==> config.mk <==
export PLATFORM = sky130hd
export DESIGN_NAME = vga_mode_detect
export DESIGN_NICKNAME = d
export VERILOG_FILES = /design/src/rtl/vga_mode_detect.sv
export SDC_FILE = /design/constraint.sdc
export NUM_CORES = 1
export LEC_CHECK = 0
export BUFFER_PORTS_ARGS = -buffer_cell sky130_fd_sc_hd__buf_2
export CAP_MARGIN = 5
export CORE_ASPECT_RATIO = 0.9
export CORE_MARGIN = 5
export CORE_UTILIZATION = 50
export CTS_CLUSTER_SIZE = 25
export DETAILED_ROUTE_END_ITERATION = 10
export GPL_ROUTABILITY_DRIVEN = 0
export PLACE_DENSITY = 0.66
export SYNTH_ARGS = -nofsm -noshare
export SYNTH_HDL_FRONTEND = slang
export SYNTH_SLANG_ARGS = --single-unit
==> constraint.sdc <==
create_clock -name Clk -period 8.2 [get_ports Clk]
set_input_delay 0.82 -clock Clk [delete_from_list [all_inputs] [get_ports Clk]]
set_output_delay 0.82 -clock Clk [all_outputs]
set_load 0.01 [all_outputs]
==> src/rtl/vga_mode_detect.sv <==
// vga_mode_detect: measures AD9980 HSYNC/VSYNC timing in the Clk domain and
// classifies the incoming video mode (VGA/SVGA/XGA) for the I2C init block.
//
// Ports:
//   Clk                           system clock
//   Reset                         asynchronous, active-high reset
//   Hsync_in                      AD9980 HSYNC, asynchronous, any polarity
//   Vsync_in                      AD9980 VSYNC, asynchronous, any polarity
//   Mode[1:0]                     0=none, 1=VGA(525), 2=SVGA(628), 3=XGA(806)
//   Mode_valid                    high while locked
//   Pixel_clk_greater_than_65Mhz  high iff Mode==3
//   Mode_change                   1-cycle pulse on every entry to lock
//   Line_count[10:0]              HSYNC edges in last complete frame
//   Hs_period[15:0]               Clk cycles between last two HSYNC edges
module vga_mode_detect #(
    parameter int CLK_RATE_MHZ  = 200,
    parameter int HS_TIMEOUT    = 20000,
    parameter int MAX_LINES     = 1023,
    parameter int LINE_TOL      = 2,
    parameter int STABLE_FRAMES = 4
) (
    input  logic        Clk,
    input  logic        Reset,
    input  logic        Hsync_in,
    input  logic        Vsync_in,
    output logic [1:0]  Mode,
    output logic        Mode_valid,
    output logic        Pixel_clk_greater_than_65Mhz,
    output logic        Mode_change,
    output logic [10:0] Line_count,
    output logic [15:0] Hs_period
);

    if (CLK_RATE_MHZ < 1 || HS_TIMEOUT < 1 || HS_TIMEOUT > 65535 ||
        STABLE_FRAMES < 1 || STABLE_FRAMES > 255) begin : g_bad_param
        $error("vga_mode_detect: parameter out of range");
    end

    localparam int MAXL_C = (MAX_LINES > 2047) ? 2047 : MAX_LINES;

    localparam logic [15:0] TO_VAL = 16'(HS_TIMEOUT);
    localparam logic [10:0] MAXL   = 11'(MAXL_C);
    localparam logic [7:0]  SF_M1  = 8'(STABLE_FRAMES - 1);

    typedef enum logic [1:0] {
        S_NO_SIGNAL,
        S_ACQUIRE,
        S_LOCKED
    } state_t;

    // bit0/bit1 synchronize, bit2 holds the previous synchronized level
    logic [2:0]  r_hs_sync;
    logic [2:0]  r_vs_sync;
    logic        r_hs_edge;
    logic        r_vs_edge;

    logic [15:0] r_hs_cnt;
    logic [15:0] r_hs_period;
    logic [10:0] r_line_cnt;
    logic [10:0] r_line_count;

    state_t      r_state;
    logic [1:0]  r_mode;
    logic [1:0]  r_prev;
    logic [7:0]  r_stable;
    logic [7:0]  r_mism;
    logic        r_valid;
    logic        r_hi;
    logic        r_chg;

    state_t      w_state_nxt;
    logic [1:0]  w_mode_nxt;
    logic [1:0]  w_prev_nxt;
    logic [7:0]  w_stable_nxt;
    logic [7:0]  w_mism_nxt;
    logic        w_chg_nxt;

    logic [10:0] w_captured;
    logic [1:0]  w_class;
    logic        w_match;
    logic [7:0]  w_stable_inc;
    logic        w_loss;

    function automatic logic near(input logic [10:0] n, input int c);
        return (int'(n) >= c - LINE_TOL) && (int'(n) <= c + LINE_TOL);
    endfunction

    always_ff @(posedge Clk or posedge Reset) begin
        if (Reset) begin
            r_hs_sync <= '0;
            r_vs_sync <= '0;
            r_hs_edge <= 1'b0;
            r_vs_edge <= 1'b0;
        end else begin
            r_hs_sync <= {r_hs_sync[1:0], Hsync_in};
            r_vs_sync <= {r_vs_sync[1:0], Vsync_in};
            r_hs_edge <= r_hs_sync[1] & ~r_hs_sync[2];
            r_vs_edge <= r_vs_sync[1] & ~r_vs_sync[2];
        end
    end

    // An HS edge coincident with VS closes the ending frame
    always_comb begin
        w_captured = r_line_cnt;
        if (r_hs_edge && r_line_cnt != 11'h7FF) begin
            w_captured = r_line_cnt + 11'd1;
        end
    end

    // The reported period counts the edge cycle itself, so a
    // pulse train with N-cycle spacing reads back as N
    always_ff @(posedge Clk or posedge Reset) begin
        if (Reset) begin
            r_hs_cnt    <= '0;
            r_hs_period <= '0;
        end else if (r_hs_edge) begin
            r_hs_cnt    <= '0;
            r_hs_period <= (r_hs_cnt == 16'hFFFF) ? 16'hFFFF
                                                  : r_hs_cnt + 16'd1;
        end else if (r_hs_cnt != 16'hFFFF) begin
            r_hs_cnt <= r_hs_cnt + 16'd1;
        end
    end

    always_ff @(posedge Clk or posedge Reset) begin
        if (Reset) begin
            r_line_cnt   <= '0;
            r_line_count <= '0;
        end else if (r_vs_edge) begin
            r_line_cnt   <= '0;
            r_line_count <= w_captured;
        end else if (r_hs_edge && r_line_cnt != 11'h7FF) begin
            r_line_cnt <= r_line_cnt + 11'd1;
        end
    end

    always_comb begin
        w_class = 2'd0;
        if (near(w_captured, 525)) begin
            w_class = 2'd1;
        end else if (near(w_captured, 628)) begin
            w_class = 2'd2;
        end else if (near(w_captured, 806)) begin
            w_class = 2'd3;
        end
    end

    assign w_loss = (r_hs_cnt == TO_VAL) || (r_line_cnt > MAXL);

    assign w_match      = (w_class != 2'd0) && (w_class == r_prev);
    assign w_stable_inc = w_match ? r_stable + 8'd1 : 8'd0;

    always_comb begin
        w_state_nxt  = r_state;
        w_mode_nxt   = r_mode;
        w_prev_nxt   = r_prev;
        w_stable_nxt = r_stable;
        w_mism_nxt   = r_mism;
        w_chg_nxt    = 1'b0;
        if (w_loss) begin
            w_state_nxt  = S_NO_SIGNAL;
            w_mode_nxt   = 2'd0;
            w_prev_nxt   = 2'd0;
            w_stable_nxt = '0;
            w_mism_nxt   = '0;
        end else begin
            unique case (r_state)
                S_NO_SIGNAL: begin
                    w_mode_nxt = 2'd0;
                    // first VS only opens a frame; prev is cleared so
                    // lock always needs a full run of fresh frames
                    if (r_vs_edge) begin
                        w_state_nxt  = S_ACQUIRE;
                        w_prev_nxt   = 2'd0;
                        w_stable_nxt = '0;
                        w_mism_nxt   = '0;
                    end
                end
                S_ACQUIRE: begin
                    if (r_vs_edge) begin
                        w_prev_nxt = w_class;
                        if (w_class != 2'd0 && w_stable_inc == SF_M1) begin
                            w_state_nxt  = S_LOCKED;
                            w_mode_nxt   = w_class;
                            w_chg_nxt    = 1'b1;
                            w_stable_nxt = '0;
                            w_mism_nxt   = '0;
                        end else begin
                            w_stable_nxt = w_stable_inc;
                        end
                    end
                end
                S_LOCKED: begin
                    if (r_vs_edge) begin
                        if (w_class == r_mode) begin
                            w_mism_nxt = '0;
                        end else if (r_mism == SF_M1) begin
                            w_state_nxt  = S_ACQUIRE;
                            w_mode_nxt   = 2'd0;
                            w_prev_nxt   = 2'd0;
                            w_stable_nxt = '0;
                            w_mism_nxt   = '0;
                        end else begin
                            w_mism_nxt = r_mism + 8'd1;
                        end
                    end
                end
                default: begin
                    w_state_nxt = S_NO_SIGNAL;
                    w_mode_nxt  = 2'd0;
                end
            endcase
        end
    end

    always_ff @(posedge Clk or posedge Reset) begin
        if (Reset) begin
            r_state  <= S_NO_SIGNAL;
            r_mode   <= 2'd0;
            r_prev   <= 2'd0;
            r_stable <= '0;
            r_mism   <= '0;
            r_valid  <= 1'b0;
            r_hi     <= 1'b0;
            r_chg    <= 1'b0;
        end else begin
            r_state  <= w_state_nxt;
            r_mode   <= w_mode_nxt;
            r_prev   <= w_prev_nxt;
            r_stable <= w_stable_nxt;
            r_mism   <= w_mism_nxt;
            r_valid  <= (w_state_nxt == S_LOCKED);
            r_hi     <= (w_mode_nxt == 2'd3);
            r_chg    <= w_chg_nxt;
        end
    end

    assign Mode                         = r_mode;
    assign Mode_valid                   = r_valid;
    assign Pixel_clk_greater_than_65Mhz = r_hi;
    assign Mode_change                  = r_chg;
    assign Line_count                   = r_line_count;
    assign Hs_period                    = r_hs_period;

endmodule

After elaboration in Yosys (flattened, before gate mapping)
Cells that the tools add are included.
- register bits after elaboration: 87
- input bits: 4
- output and inout port bits: 32
- logic and storage cells: 112
- add/sub/neg operators: 4
- magnitude comparators: 7
- equality and inequality tests: 18
- mux-type cells: 50
- bitwise operators: 4
- reduce and logical (&&, ||, !) cells: 13
- operators with widths (operator ; count):
    $mux W8 ; 14
    $mux W16 ; 3
    $pmux W8 S3 ; 2
    $mux W2 ; 22
    $ge A11 B10 Y1 const B ; 3
    $le A11 B10 Y1 const B ; 3
    $mux W11 ; 2
    $ne A3 B3 Y1 const B ; 6
    $add A16 B1 Y16 const B ; 1
    $add A8 B1 Y8 const B ; 2
    $eq A16 B15 Y1 const B ; 1
    $eq A16 B16 Y1 const B ; 1
    $eq A8 B2 Y1 const B ; 2
    $ne A16 B16 Y1 const B ; 1
    $pmux W2 S3 ; 2
    $add A11 B1 Y11 const B ; 1
    $gt A11 B10 Y1 const B ; 1
    $ne A11 B11 Y1 const B ; 1
    $eq A2 B2 Y1 const B ; 3
    $logic_and A1 B1 Y1 ; 6
    $reduce_and A6 Y1 ; 1
    $reduce_and A5 Y1 ; 1
    $eq A2 B2 Y1 ; 2
    $mux W1 ; 4
    other kinds (8) ; 11

Logic depth before layout (Yosys ltp)
Gate-level depths: netlist (run 1).
- depth in word-level cells: 18
- mapped depth: 12

Worst setup path after synthesis (run 1)
Ideal clock, no wire load.
- path type: register to register
- from: register r_line_cnt[0]
- to: register r_stable[2]
- setup time: 0.136 ns
- arrival time: 2.819 ns
- data required time: 8.064 ns
- path slack: 5.245 ns
- cell stages (with the launch flop): 13
- buffers on the path: 2
- period minus slack after synthesis: 2.955 ns
- path through: dfrtp_1 > ha_1 > buf_4 > nand3_2 > nor3_4 > mux2_2 > a211oi_4 > o32ai_1 > or3_1 > o221a_2 > buf_2 > o21ai_0 > o41ai_1
- longest elaborated chain between the ends: 17
- elaborated cells on any way between the ends: 36
- ends and longest elaborated chain (item ; RTL line ; RTL):
    start, declared ; 59 ; logic [10:0] r_line_cnt;
    start signal, assigned ; 133 ; r_line_cnt <= r_line_cnt + 11'd1;
    branches (longest 17 deep; another with $add A11 B1 Y11) ; -- ;
    end signal, assigned ; 230 ; r_stable <= w_stable_nxt;
    end, declared ; 65 ; logic [7:0] r_stable;
Several ways; the timed one is not identified. The select of a mux whose other input is x is not followed.
A chain may end at the register's enable or synchronous reset.

Worst setup path in the final report (run 1)
- from: register r_hs_edge
- to: register r_stable[5]
- longest elaborated chain between the ends: 16
- elaborated cells on any way between the ends: 27
- ends and longest elaborated chain (item ; RTL line ; RTL):
    start, declared ; 54 ; logic r_hs_edge;
    start signal, assigned ; 97 ; r_hs_edge <= r_hs_sync[1] & ~r_hs_sync[2];
    $logic_and A1 B1 Y1 * ; 105 ; if (r_hs_edge && r_line_cnt != 11'h7FF) begin
    $mux W11 * ; 105 ;
    $ge A11 B10 Y1 or $le A11 B10 Y1 (tied branches) ; 85 ; return (int'(n) >= c - LINE_TOL) && (int'(n) <= c + LINE_TOL);
    $logic_and A1 B1 Y1 ; 85 ;
    $mux W2 ; 143 ; end else if (near(w_captured, 806)) begin
    $mux W2 ; 141 ; end else if (near(w_captured, 628)) begin
    $mux W2 * ; 139 ; if (near(w_captured, 525)) begin
    $eq A2 B2 Y1 or $reduce_bool A2 Y1 (tied branches) ; 150, 182 ;
    $logic_and A1 B1 Y1 ; 150 ; assign w_match = (w_class != 2'd0) && (w_class == r_prev);
    $mux W8 ; 151 ; assign w_stable_inc = w_match ? r_stable + 8'd1 : 8'd0;
    $eq A8 B2 Y1 ; 182 ; if (w_class != 2'd0 && w_stable_inc == SF_M1) begin
    $logic_and A1 B1 Y1 ; 182 ;
    $mux W8 ; 182 ;
    $mux W8 ; 180 ; if (r_vs_edge) begin
    $pmux W8 S3 ; 167 ; unique case (r_state)
    $mux W8 ; 160 ; if (w_loss) begin
Every way passes the cells marked *; elsewhere a longest branch is shown, timed or not. The select of a mux whose other input is x is not followed.

==> results of run 1 <==
[registers in the layout (all words and copies together) (netlist names)]
| signal | cells |
|---|---|
| Line_count | 11 |
| Hs_period | 16 |
| Mode_valid | 1 |
| r_mism | 8 |
| Mode | 2 |
| r_stable | 8 |
| r_state | 2 |
| r_hs_sync | 3 |
| r_prev | 2 |
| Mode_change | 1 |
| r_vs_edge | 1 |
| r_hs_edge | 1 |
| r_vs_sync | 3 |
| Pixel_clk_greater_than_65Mhz | 1 |
| r_line_cnt | 11 |
| r_hs_cnt | 16 |
[final cells by class]
type                       instances  area (µm²)
multi-input combinational        381        2380
clock inverter                     5        82.6
sequential                        87        2180
inverter                          13        50.0
timing repair buffer              37         190
clock buffer                      10         138
fill                             840        4030
tap                              122         153
[final timing paths]
kind,startpoint,end,slack [ns],cells after the start
min,r_vs_sync[0],r_vs_sync[1],0.36,0
min reg2reg,r_vs_sync[0],r_vs_sync[1],0.36,0
max in group asynchronous,Reset,r_hs_edge,6.67,3
max reg2reg,r_hs_edge,r_stable[5],4.46,9
min in group asynchronous,Reset,Hs_period[0],0.80,3
max,r_hs_edge,r_stable[5],4.46,9
[worst max-delay path, stage by stage (launching register included)]
cell and delay, ns:
dfrtp_2 0.99, and4_1 0.41, a21oi_1 0.10, a311oi_1 0.50, nand4b_1 0.31, o32ai_1 0.17, or3_1 0.32, o221a_2 0.35
or2_1 0.33, o21ai_1 0.15
[per-stage QoR]
stage                     total power, mW  cells   util  hold slack [ns]  worst slack [ns]
after global routing                 1.08    655  0.562            0.378              4.21
after global placement              0.693    640  0.538            0.336              4.66
after detailed placement            0.697    640  0.538            0.340              4.54
after floorplan                     0.647    510      -            0.331              5.13
final                                1.02    655  0.562            0.360              4.46
after CTS                            1.03    655  0.562            0.362              4.52
[placed cells by master (no fill, tap or decap), types with 3 or more instances in the layout]
master	count
and4_1	6
dfrtp_1	86
a21oi_1	32
and2_1	6
xnor2_1	13
xor2_1	6
nand4_1	3
o21ai_0	18
and4b_1	3
inv_1	12
or4_1	3
a31oi_1	4
o21ai_1	6
mux2i_1	6
buf_2	35
nor3_1	11
and3_1	14
nand3_1	21
o2bb2ai_1	5
nor2b_1	5
or3_1	5
nand2_1	32
ha_1	9
clkbuf_8	10
nor2_1	78
a21o_1	7
nor4_1	6
o211ai_1	4
mux2_2	8
nand2b_1	17
o21a_1	3
o22ai_1	3
clkinvlp_4	3
o31ai_1	4
[where the power goes]
group          switching (mW)  leakage (nW)  internal (mW)
logic                   0.118          1.09         0.0742
clock network           0.152         0.101          0.178
registers              0.0374          1.15          0.460
total                   0.308          2.34          0.712
[logic make-up after synthesis]
logic type | count (synthesis)
flops | 87
simple gates | 226
compound gates | 113
buf+inv | 42
mux | 14
xor+xnor | 19
fa+ha+maj | 9
[layer usage]
metal / track usage / part of all wire / routed length (µm) / vias up
met2: 0.287 / 0.46 / 4560 / 84
met3: 0.0385 / 0.042 / 417 / 11
met1: 0.259 / 0.49 / 4880 / 1809
met4: 0.0582 / 0.014 / 139 / 0
li1: - / - / - / 1850
met5: 0 / 0 / 0 / -
==> metrics, run 1 <==
max_cap viols=0; initial core utilization=0.516; simple-gate portion of the synthesized area=0.249; IO Pins=36; worst min path class=register to register; outcome=finished clean; WP data arrival=4.03 ns; Synth Flop Type=dfrtp_1; largest family of logic cells by synthesized area=simple AND/OR/NAND/NOR gates; Post-synth ARST share=1.00; area leader, netlist=dfrtp_1; final instance area=5170 µm²; clock root cell=clkbuf_8; DRC Markers=0; post-route ant nets=0; final hold viol count=0; Initial DRC Count=284; die width=113 µm; EDFF count, synth=0; Seq/Total Area, Yosys=0.458; synth unique cells=68; Synth Area in XOR/XNOR=0.0350; DRT Wirelength=10000 µm; Syn Area/Cell=9.32 µm²; worst skew pair latency=0.35 ns; first-pass GRT wire length=17400 µm; largest net degree at the start of global routing=88; Post CTS Setup Buffer Count=0; die height=102 µm; Pleak=2.34 nW; Max Fanout on Critical Path=61; # nets final=542; Critical Path RT=8.48 ns; skew final=0.0148 ns; hold_buf cts=0; Setup CP Type=register to register; grt total ovfl=0; Slew @ Worst Pin=1.09 ns; CTS tree=built; Clock Tree Buf Depth=2; post-DR vias/cell=5.73; Crit. End Element=register; DIE AREA=11600 µm²; layout cells sized above 1=0.143; Avg WL per Cell=15.3 µm; # rows=33; Tmin final=3.74 ns; Startpoint Class=register; mux contribution to synthesized area=0.0316; fmax=0.267 GHz; Adder-Cell Fraction of Synth Area=0.0237; htree depth=3; All-Layer GR Usage=0.184; cell with the most instances after synthesis=dfrtp_1; routed vias=3754; post-CTS sizing=0; core area=9210 µm²; Clock transition at path regs=0.09 ns; vias in the first global route=3629; unrepaired setup endpoints after global routing=false; Post-Syn Area=4750 µm²; Synth Instances=510; Ant. Diodes=0; syn nets=523; Num CTS Buffers=9; half-perimeter wire length after placement=6940 µm; dpl cell area=4950 µm²; relative slew slack=0.270; flops & latches, synth=87; # setup viols final=0; VDD IR-drop max=131 µV; P per Cell Area=197 nW/µm²; post-synth top area share=0.458; number of port buffers=35; Synth area leaders=dfrtp_1 (46%), nor2_1 (6.2%), a21oi_1 (3.4%), nand2_1 (2.5%), xnor2_1 (2.4%); final worst-path cycle share=0.457; 1st-pass router iterations=4; Compound-Gate Fraction of Synth Area=0.162; Slew Limit Fails=0; area grow syn2layout=8.90%; Clock Sink Count=87; Post-synth top cells=dfrtp_1 (87), nor2_1 (78), a21oi_1 (32), nand2_1 (32), nand3_1 (21); YS warnings=0; setup TNS=0 ns; initial antenna violation count=0
No activity file was read; power rests on OpenSTA's default activity.
==> run 2: changes to the inputs <==
--- a/config.mk
+++ b/config.mk
@@ -5,6 +5,7 @@
 export SDC_FILE = /design/constraint.sdc
 export NUM_CORES = 1
 export LEC_CHECK = 0
+export ABC_AREA = 1
 export BUFFER_PORTS_ARGS = -buffer_cell sky130_fd_sc_hd__buf_2
 export CAP_MARGIN = 5
 export CORE_ASPECT_RATIO = 0.9
==> constraint.sdc (replaced) <==
create_clock -name Clk -period 3.6 [get_ports Clk]
set_input_delay 0.36 -clock Clk [delete_from_list [all_inputs] [get_ports Clk]]
set_output_delay 0.36 -clock Clk [all_outputs]
set_load 0.01 [all_outputs]
==> metrics, run 2 <==
outcome=finished clean; synth unique cells=37 (-46%); largest net degree at the start of global routing=64 (-27%); vias in the first global route=3773 (+4.0%); worst r2r src=r_line_cnt[0]; Clock Sink Count=87 (unchanged); setup TNS=0 ns (unchanged); flops & latches, synth=87 (unchanged); Seq/Total Area, Yosys=0.482 (+0.0237); post-DR vias/cell=5.16 (-9.9%); hold_buf cts=0 (unchanged); # rows=32 (-3.0%); htree depth=3 (unchanged); Synth Flop Type=dfrtp_1; area grow syn2layout=10.4%; Initial DRC Count=228 (-20%); commonest non-fill, non-tap cell in the layout=nand2_1; Critical Path RT=3.85 ns (-4.63 ns); Syn Area/Cell=8.05 µm² (-14%); Synth area leaders=dfrtp_1 (48%), nand2_1 (10%), inv_1 (5.8%), nor2_1 (5.4%), nand3_1 (4.7%); post-route ant nets=0 (unchanged); # setup viols final=0 (unchanged); grt total ovfl=0 (unchanged); P per Cell Area=467 nW/µm² (+140%); Clock Tree Buf Depth=2 (unchanged); # nets final=612 (+13%); DRT Wirelength=9660 µm (-3.4%); YS warnings=0 (unchanged); Slew @ Worst Pin=1.04 ns (-0.0484 ns); EDFF count, synth=0 (unchanged); die height=100 µm (-2.2%); cell with the most instances after synthesis=nand2_1; fmax=0.316 GHz (+18%); commonest non-fill, non-tap cells in the layout=nand2_1 (121), dfrtp_1 (87), inv_1 (69), nor2_1 (65), nand3_1 (42); Post-Syn Area=4520 µm² (-4.9%); Crit. End Element=register; dpl ws=0.447 ns (-4.10 ns); R2R setup slack=0.44 ns (-4.02 ns); max_cap viols=0 (unchanged); syn nets=574 (+9.8%); relative slew slack=0.306 (+0.0364); WP data arrival=3.41 ns (-0.62 ns); DRC Markers=0 (unchanged); worst min path class=primary input to register; Avg WL per Cell=13.4 µm (-12%); FF-to-FF path depth=20 (+11); core area=8690 µm² (-5.6%); layout cells sized above 1=0.134 (-0.00848); first-pass GRT wire length=17300 µm (-0.64%); skew final=0.0120 ns (-0.00281 ns); Placed Cells incl. Taps=707 (+10%); die width=110 µm (-2.3%); min-delay src=Vsync_in; post-synth top area share=0.482 (+0.0237); Ant. Diodes=0 (unchanged); All-Layer GR Usage=0.197 (+0.0131); Setup CP Type=register to register; routed vias=3734 (-0.53%); worst hold margin=0.102 ns (-0.258 ns); R2R Path End=Pixel_clk_greater_than_65Mhz; Pleak=2.39 nW (+2.3%); Post-synth top cells=nand2_1 (121), dfrtp_1 (87), inv_1 (70); 1st-pass router iterations=5 (+1); final worst-path cycle share=0.878 (+0.421); worst skew pair latency=0.36 ns (about the same); Post CTS Setup Buffer Count=0 (unchanged); Synth Instances=561 (+10%); Max Fanout on Critical Path=14 (-77%); Num CTS Buffers=9 (unchanged); Worst Hold Path EP=r_vs_sync[0]; area leader, netlist=dfrtp_1; CTS tree=built; Clock transition at path regs=0.09 ns (about the same); Post-synth ARST share=1.00 (unchanged); clock root cell=clkbuf_8; final cell count without fillers=723 (+10%); setup ws final=0.440 ns (-4.02 ns); half-perimeter wire length after placement=7050 µm (+1.6%); initial core utilization=0.520 (+0.00391); DIE AREA=11000 µm² (-4.5%); Slew Limit Fails=0 (unchanged); IO Pins=36 (unchanged); final hold viol count=0 (unchanged); Tmin final=3.16 ns (-0.585 ns); Startpoint Class=register; initial antenna violation count=0 (unchanged); number of port buffers=35 (unchanged); WHS Path Cells=1 (+1); VDD IR-drop max=286 µV (+120%)
-- run 2: cell types whose count changed after synthesis, sizes merged, moves of 7 or more --
cell / before / now
o21ai: 25 / 40
buf: 12 / 5
inv: 13 / 71
nand3: 22 / 45
mux2: 8 / 0
nand2: 32 / 133
nand2b: 18 / 0
clkbuf: 17 / 9
a21o: 7 / 0
and3: 14 / 0
nor2: 78 / 69
-- run 2: kinds of logic after synthesis --
group | count (synthesis) | synth area share
AND/OR/NAND/NOR | 278 | 0.281
flip-flops | 87 | 0.482
buffers and inverters | 86 | 0.0775
AO/OA/AOI/OAI | 81 | 0.0964
XOR/XNOR | 20 | 0.0388
adder cells (fa/ha/maj) | 9 | 0.0249
-- run 2: repair_timing --
action / 4_1_cts / 5_1_grt
setup endpoints to repair: 0 / 2
gates resized for setup: 0 / 1
endpoints found under the hold margin: 0 / 0
-- run 2: worst max-delay path by stage --
stage,startpoint,endpoint,slack (ns),cells past startpoint
global route,r_line_cnt[0],Pixel_clk_greater_than_65Mhz,-0.03,20
CTS,r_line_cnt[0],Pixel_clk_greater_than_65Mhz,0.41,20
global placement,r_line_cnt[0],Pixel_clk_greater_than_65Mhz,0.55,20
detailed placement,r_line_cnt[0],Pixel_clk_greater_than_65Mhz,0.45,20
finish,r_line_cnt[0],Pixel_clk_greater_than_65Mhz,0.44,20
floorplan,r_line_cnt[0],r_mism[4],0.94,21
-- run 2: layer usage --
layer,routed length [µm],global-route usage,share of wire
met1,4560,0.270,0.47
met2,4420,0.306,0.46
met3,544,0.0540,0.056
met4,140,0.0587,0.014
met5,0,0,0
-- run 2: final cells by class --
class / instances / area, µm²
Inverter: 72 / 272
Fill cell: 804 / 3700
Sequential cell: 87 / 2180
Clock inverter: 7 / 55.1
Timing Repair Buffer: 41 / 220
Clock buffer: 9 / 124
Tap cell: 119 / 149
Multi-Input combinational cell: 388 / 1990
-- run 2: worst max-delay path, stage by stage (launching register included) --
cell and delay, ns:
dfrtp_1 0.43, ha_2 0.25, inv_1 0.08, nor2_4 0.15, nand3_4 0.19, nand2_4 0.19
nand2_1 0.09, o21ai_1 0.18, nand2_1 0.08, nor2_1 0.13, nand3_2 0.12, nand2_2 0.13
nand2_2 0.07, nand2_2 0.08, nand4_2 0.10, nor2_2 0.16, nand3_1 0.18, nand2_1 0.12
nand2_1 0.07, a21oi_1 0.18, nor2_1 0.07
-- run 2: where the power goes --
group          total [mW]  switching, mW  internal, mW
combinational       0.558          0.381         0.177
sequential           1.14         0.0681          1.07
clock               0.632          0.372         0.259
-- run 2: stage by stage --
stage               cell area, µm²  utilization  total power [mW]
finish                        4990        0.574              2.33
global route                  4990        0.574              2.50
CTS                           4990        0.574              2.35
detailed placement            4810        0.553              1.71
global placement              4810        0.553              1.69
floorplan                     4520            -              1.57
